--- config.mk ---
export PLATFORM = sky130hd
export DESIGN_NAME = rv32_bus_arbiter
export DESIGN_NICKNAME = d
export VERILOG_FILES = /design/src/rtl/rv32_bus_arbiter.sv
export SDC_FILE = /design/constraint.sdc
export NUM_CORES = 1
export LEC_CHECK = 0
export BUFFER_PORTS_ARGS = -buffer_cell sky130_fd_sc_hd__buf_2
export CAP_MARGIN = 20
export CORE_AREA = 2 2 108 110
export DETAILED_ROUTE_END_ITERATION = 10
export DIE_AREA = 0 0 110 112
export MAX_ROUTING_LAYER = met4
export PLACE_DENSITY = 0.78
export SYNTH_ARGS = -nofsm -noshare
export SYNTH_HDL_FRONTEND = slang
export SYNTH_SLANG_ARGS = --single-unit
--- constraint.sdc ---
create_clock -name clk -period 4.7 [get_ports clk]
set_input_delay 0.705 -clock clk [delete_from_list [all_inputs] [get_ports clk]]
set_output_delay 0.705 -clock clk [all_outputs]
set_load 0.01 [all_outputs]
--- src/rtl/rv32_bus_arbiter.sv ---
// Two-master (instruction fetch / data load-store) to one-slave bus arbiter.
// The granted request is registered onto the shared bus; ready returns only to its owner.
module rv32_bus_arbiter #(
    parameter bit PRIORITY_DATA = 1'b1
) (
    input  logic        clk,
    input  logic        reset,
    input  logic [31:0] instr_address_in,
    input  logic        instr_read_in,
    output logic [31:0] instr_read_value_out,
    output logic        instr_ready_out,
    input  logic [31:0] data_address_in,
    input  logic        data_read_in,
    input  logic        data_write_in,
    input  logic [3:0]  data_write_mask_in,
    input  logic [31:0] data_write_value_in,
    output logic [31:0] data_read_value_out,
    output logic        data_ready_out,
    output logic [31:0] mem_address_out,
    output logic        mem_read_out,
    output logic        mem_write_out,
    output logic [3:0]  mem_write_mask_out,
    output logic [31:0] mem_write_value_out,
    input  logic [31:0] mem_read_value_in,
    input  logic        mem_ready_in
);

    typedef enum logic [1:0] {IDLE, INSTR, DATA, DRAIN} state_t;

    state_t state;
    logic   last_grant_data;
    logic   data_req;
    logic   grant_data;
    logic   grant_instr;
    logic   owner_req;

    // On a tie, round-robin hands the bus to whichever master did not have it last.
    always_comb begin
        data_req    = data_read_in | data_write_in;
        grant_data  = data_req & (~instr_read_in | PRIORITY_DATA | ~last_grant_data);
        grant_instr = instr_read_in & ~grant_data;
        owner_req   = (state == INSTR) ? instr_read_in : data_req;
    end

    assign instr_read_value_out = mem_read_value_in;
    assign data_read_value_out  = mem_read_value_in;
    assign instr_ready_out      = (state == INSTR) & mem_ready_in & instr_read_in;
    assign data_ready_out       = (state == DATA) & mem_ready_in & data_req;

    always_ff @(posedge clk or posedge reset) begin
        if (reset) begin
            state               <= IDLE;
            last_grant_data     <= 1'b1;
            mem_address_out     <= '0;
            mem_read_out        <= 1'b0;
            mem_write_out       <= 1'b0;
            mem_write_mask_out  <= '0;
            mem_write_value_out <= '0;
        end else begin
            case (state)
                IDLE: begin
                    if (grant_data) begin
                        state               <= DATA;
                        last_grant_data     <= 1'b1;
                        mem_address_out     <= data_address_in;
                        // Read+write together is illegal; the store wins.
                        mem_read_out        <= data_read_in & ~data_write_in;
                        mem_write_out       <= data_write_in;
                        mem_write_mask_out  <= data_write_mask_in;
                        mem_write_value_out <= data_write_value_in;
                    end else if (grant_instr) begin
                        state               <= INSTR;
                        last_grant_data     <= 1'b0;
                        mem_address_out     <= instr_address_in;
                        mem_read_out        <= 1'b1;
                        mem_write_out       <= 1'b0;
                        mem_write_mask_out  <= '0;
                        mem_write_value_out <= '0;
                    end
                end
                INSTR, DATA: begin
                    if (mem_ready_in) begin
                        state               <= IDLE;
                        mem_address_out     <= '0;
                        mem_read_out        <= 1'b0;
                        mem_write_out       <= 1'b0;
                        mem_write_mask_out  <= '0;
                        mem_write_value_out <= '0;
                    end else if (!owner_req) begin
                        // Master flushed: keep the bus until the slave finishes.
                        state <= DRAIN;
                    end
                end
                DRAIN: begin
                    if (mem_ready_in) begin
                        state               <= IDLE;
                        mem_address_out     <= '0;
                        mem_read_out        <= 1'b0;
                        mem_write_out       <= 1'b0;
                        mem_write_mask_out  <= '0;
                        mem_write_value_out <= '0;
                    end
                end
                default: state <= IDLE;
            endcase
        end
    end

endmodule

==> flow_metrics.py <==
metrics = {
    "power": {
        "switchingPower_mw": 1.01,
        "seqPwrFrac_pct": 35.8,
        "power.leakage_nw": 2.49,
        "intPower_mw": 1.94,
        "powerDensity_nw_per_um2": 656,
        "vdd_drop_max_mv": 0.339,
        "pwr-share-comb_pct": 42.4,
        "swShare_pct": 34.3,
        "pwr-share-clk_pct": 21.9,
    },
    "route": {
        "drt_iter0_markers": 133,
        "vias": 2572,
        "wire_per_inst_um": 16.1,
        "drtAntennaViolNets": 0,
        "drt-total-wl_mm": 8.69,
        "drt_pass1_iterations": 4,
        "drc": 0,
        "viasPerCell": 4.76,
    },
    "die": {
        "pin_count": 274,
        "die_area_um2": 12300,
        "core_um2": 11200,
        "floorplan.rows": 39,
        "die_x_um": 110,
        "dieHeight_um": 112,
        "start_util_pct": 33.6,
    },
    "sta": {
        "hold_slack_ps": 490,
        "timing.final.max_slew_violations": 0,
        "fmax_mhz": 365,
        "min_period_ps": 2740,
        "hold_viol": 0,
        "relSlewSlack_pct": 34.7,
        "tightest_slew_ps": 976,
        "finalSetupViolCount": 0,
        "setup-tns-final_ps": 0,
        "grt_setup_unrepaired": "no",
        "fin_skew_ps": 5.45,
        "period_share_pct": 58.3,
    },
    "layout": {
        "diodes": 0,
        "drive_gt1_share_pct": 59.2,
        "final_common_cell": "buf_2",
        "most-common-layout-cells": "buf_2, dfrtp_1, a22o_1, mux2_4, clkbuf_16",
        "nets": 535,
        "fin_area_um2": 4510,
        "nFillCells": 1082,
        "area_growth_syn_to_layout_pct": 19.9,
        "final_util_pct": 40.3,
    },
    "critical_path": {
        "cp_max_fo": 48,
        "startpoint_type": "flop",
        "end_kind": "flop",
        "critPathKind": "reg -> reg",
        "timing.rr.end": "mem_address_out[16]",
        "required_ps": 4900,
        "r2r_slack_ps": 1960,
        "critPathArrivalTime_ps": 2940,
        "reg2reg_depth": 5,
        "regToRegStartpoint": "state[0]",
    },
    "logic_synthesis": {
        "async_reset_ff_share_pct": 100,
        "syn_inst": 284,
        "synth_top_flop_cell": "dfrtp_1",
        "yosysWarnings": 0,
        "synth_cell_types": 26,
        "syn-num-nets": 427,
        "syn-cell-area_um2": 3760,
        "yosys_register_bits": 72,
        "synth-edff-count": 0,
        "syn_avg_cell_area_um2": 13.2,
        "ys_seq_area_share_pct": 48.0,
    },
    "placement": {
        "dp_hpwl_mm": 6.35,
        "port_buffers": 177,
        "finalWeightedCongestion": 0.826,
        "placed_area_um2": 4210,
    },
    "outcome": {
        "status": "completed",
    },
    "global_route": {
        "overflow": 0,
        "grtUsageTotal_pct": 14.3,
        "grt_antenna_before_repair": 0,
        "grt_pass1_wl_mm": 13.2,
        "grt_max_degree": 49,
        "first_global_vias": 2708,
    },
    "clocking": {
        "cts_tree": "built",
        "cts.sinks": 72,
        "cts_max_level": 3,
        "clk_path_buf_depth": 2,
        "hold_buffers": 0,
        "cts_setup_buffers": 0,
        "cts_made_buffers": 9,
        "cts_resized": 0,
        "clk_latency_ps": 320,
        "root_buffer": "clkbuf_16",
        "path_clk_slew_ps": 50,
    },
    "min_path": {
        "holdCritStartpoint": "mem_read_out",
        "whs_endpoint": "mem_read_out",
        "hp-class": "reg -> reg",
        "whs_path_depth": 1,
    },
    "flow_run": {
        "drv_cap": 0,
    },
}
routing by layer:
layer | GRT usage (%) | up-vias | part of all wire (%)
met5 | - | - | 0
met4 | 8.86 | 0 | 3.7
met3 | 3.57 | 40 | 8.5
met2 | 23.6 | 105 | 49
met1 | 15.1 | 1241 | 39
li1 | - | 1186 | -
power by group through the flow:
stage                     clock network (mW)  logic (mW)  registers, mW
after floorplan                            0       0.785           1.18
after global placement                     0        1.23           1.05
after detailed placement                   0        1.27           1.06
after CTS                              0.664        1.28           1.06
after global routing                   0.701        1.36           1.09
final                                  0.646        1.25           1.06
state kept, by name, summed over array words and instances, names as in the netlist:
register,cells
mem_write_mask_out,4
state,2
mem_address_out,32
mem_write_value_out,32
mem_write_out,1
mem_read_out,1
cells in the mapped netlist, types with 2 or more instances:
master	n	area, µm²
dfrtp_1	72	1800
a22o_1	69	604
buf_4	66	495
mux2_4	30	450
buf_2	7	35.0
clkbuf_1	5	18.8
ha_1	5	62.6
inv_1	4	15.0
mux2_2	4	45.0
buf_12	3	60.1
buf_6	2	22.5
nand2b_1	2	12.5
o21bai_1	2	15.0
worst max path at each step:
stage                     slack [ps]                  end  cells past startpoint          from
after detailed placement        1750   mem_address_out[7]                      5  data_read_in
after CTS                       1900  mem_address_out[16]                      5      state[0]
final                           1960  mem_address_out[16]                      5      state[0]
after global placement          1810   mem_address_out[7]                      5  data_read_in
after global routing            1750  mem_address_out[16]                      5      state[0]
after floorplan                 2170   mem_address_out[0]                      1         reset
logic make-up (layout without fill, tap and decap cells):
family                   Yosys count  after routing  synth area share [%]
adder cells (fa/ha/maj)            5              5                  1.67
multiplexers                      34             34                  13.2
AND/OR/NAND/NOR                    9              9                  1.70
AO/OA/AOI/OAI                     76             76                  17.9
flip-flops                        72             72                  48.0
buffers and inverters             88            201                  17.6
stage by stage:
stage	setup WS [ps]	cells	power, mW
after floorplan	2170	284	1.97
after global placement	1810	524	2.29
after detailed placement	1750	524	2.33
after CTS	1900	540	3.00
after global routing	1750	540	3.15
final	1960	540	2.96
layout make-up:
| class | count | area (µm²) | share of cell area, % |
|---|---|---|---|
| multi-input combinational | 124 | 1300 | 28.9 |
| timing repair buffer | 181 | 916 | 20.3 |
| clock inverter | 3 | 23.8 | 0.527 |
| tap | 143 | 179 | 3.97 |
| inverter | 4 | 15.0 | 0.333 |
| clock buffer | 13 | 270 | 6.00 |
| sequential | 72 | 1800 | 40.0 |
worst max-delay path, cell delays in order (launching register included):
cell and delay, ps:
dfrtp_1 390, inv_1 90, ha_1 310, o21ai_4 810, buf_4 640, mux2_4 350
No activity file was read; power rests on OpenSTA's default activity.
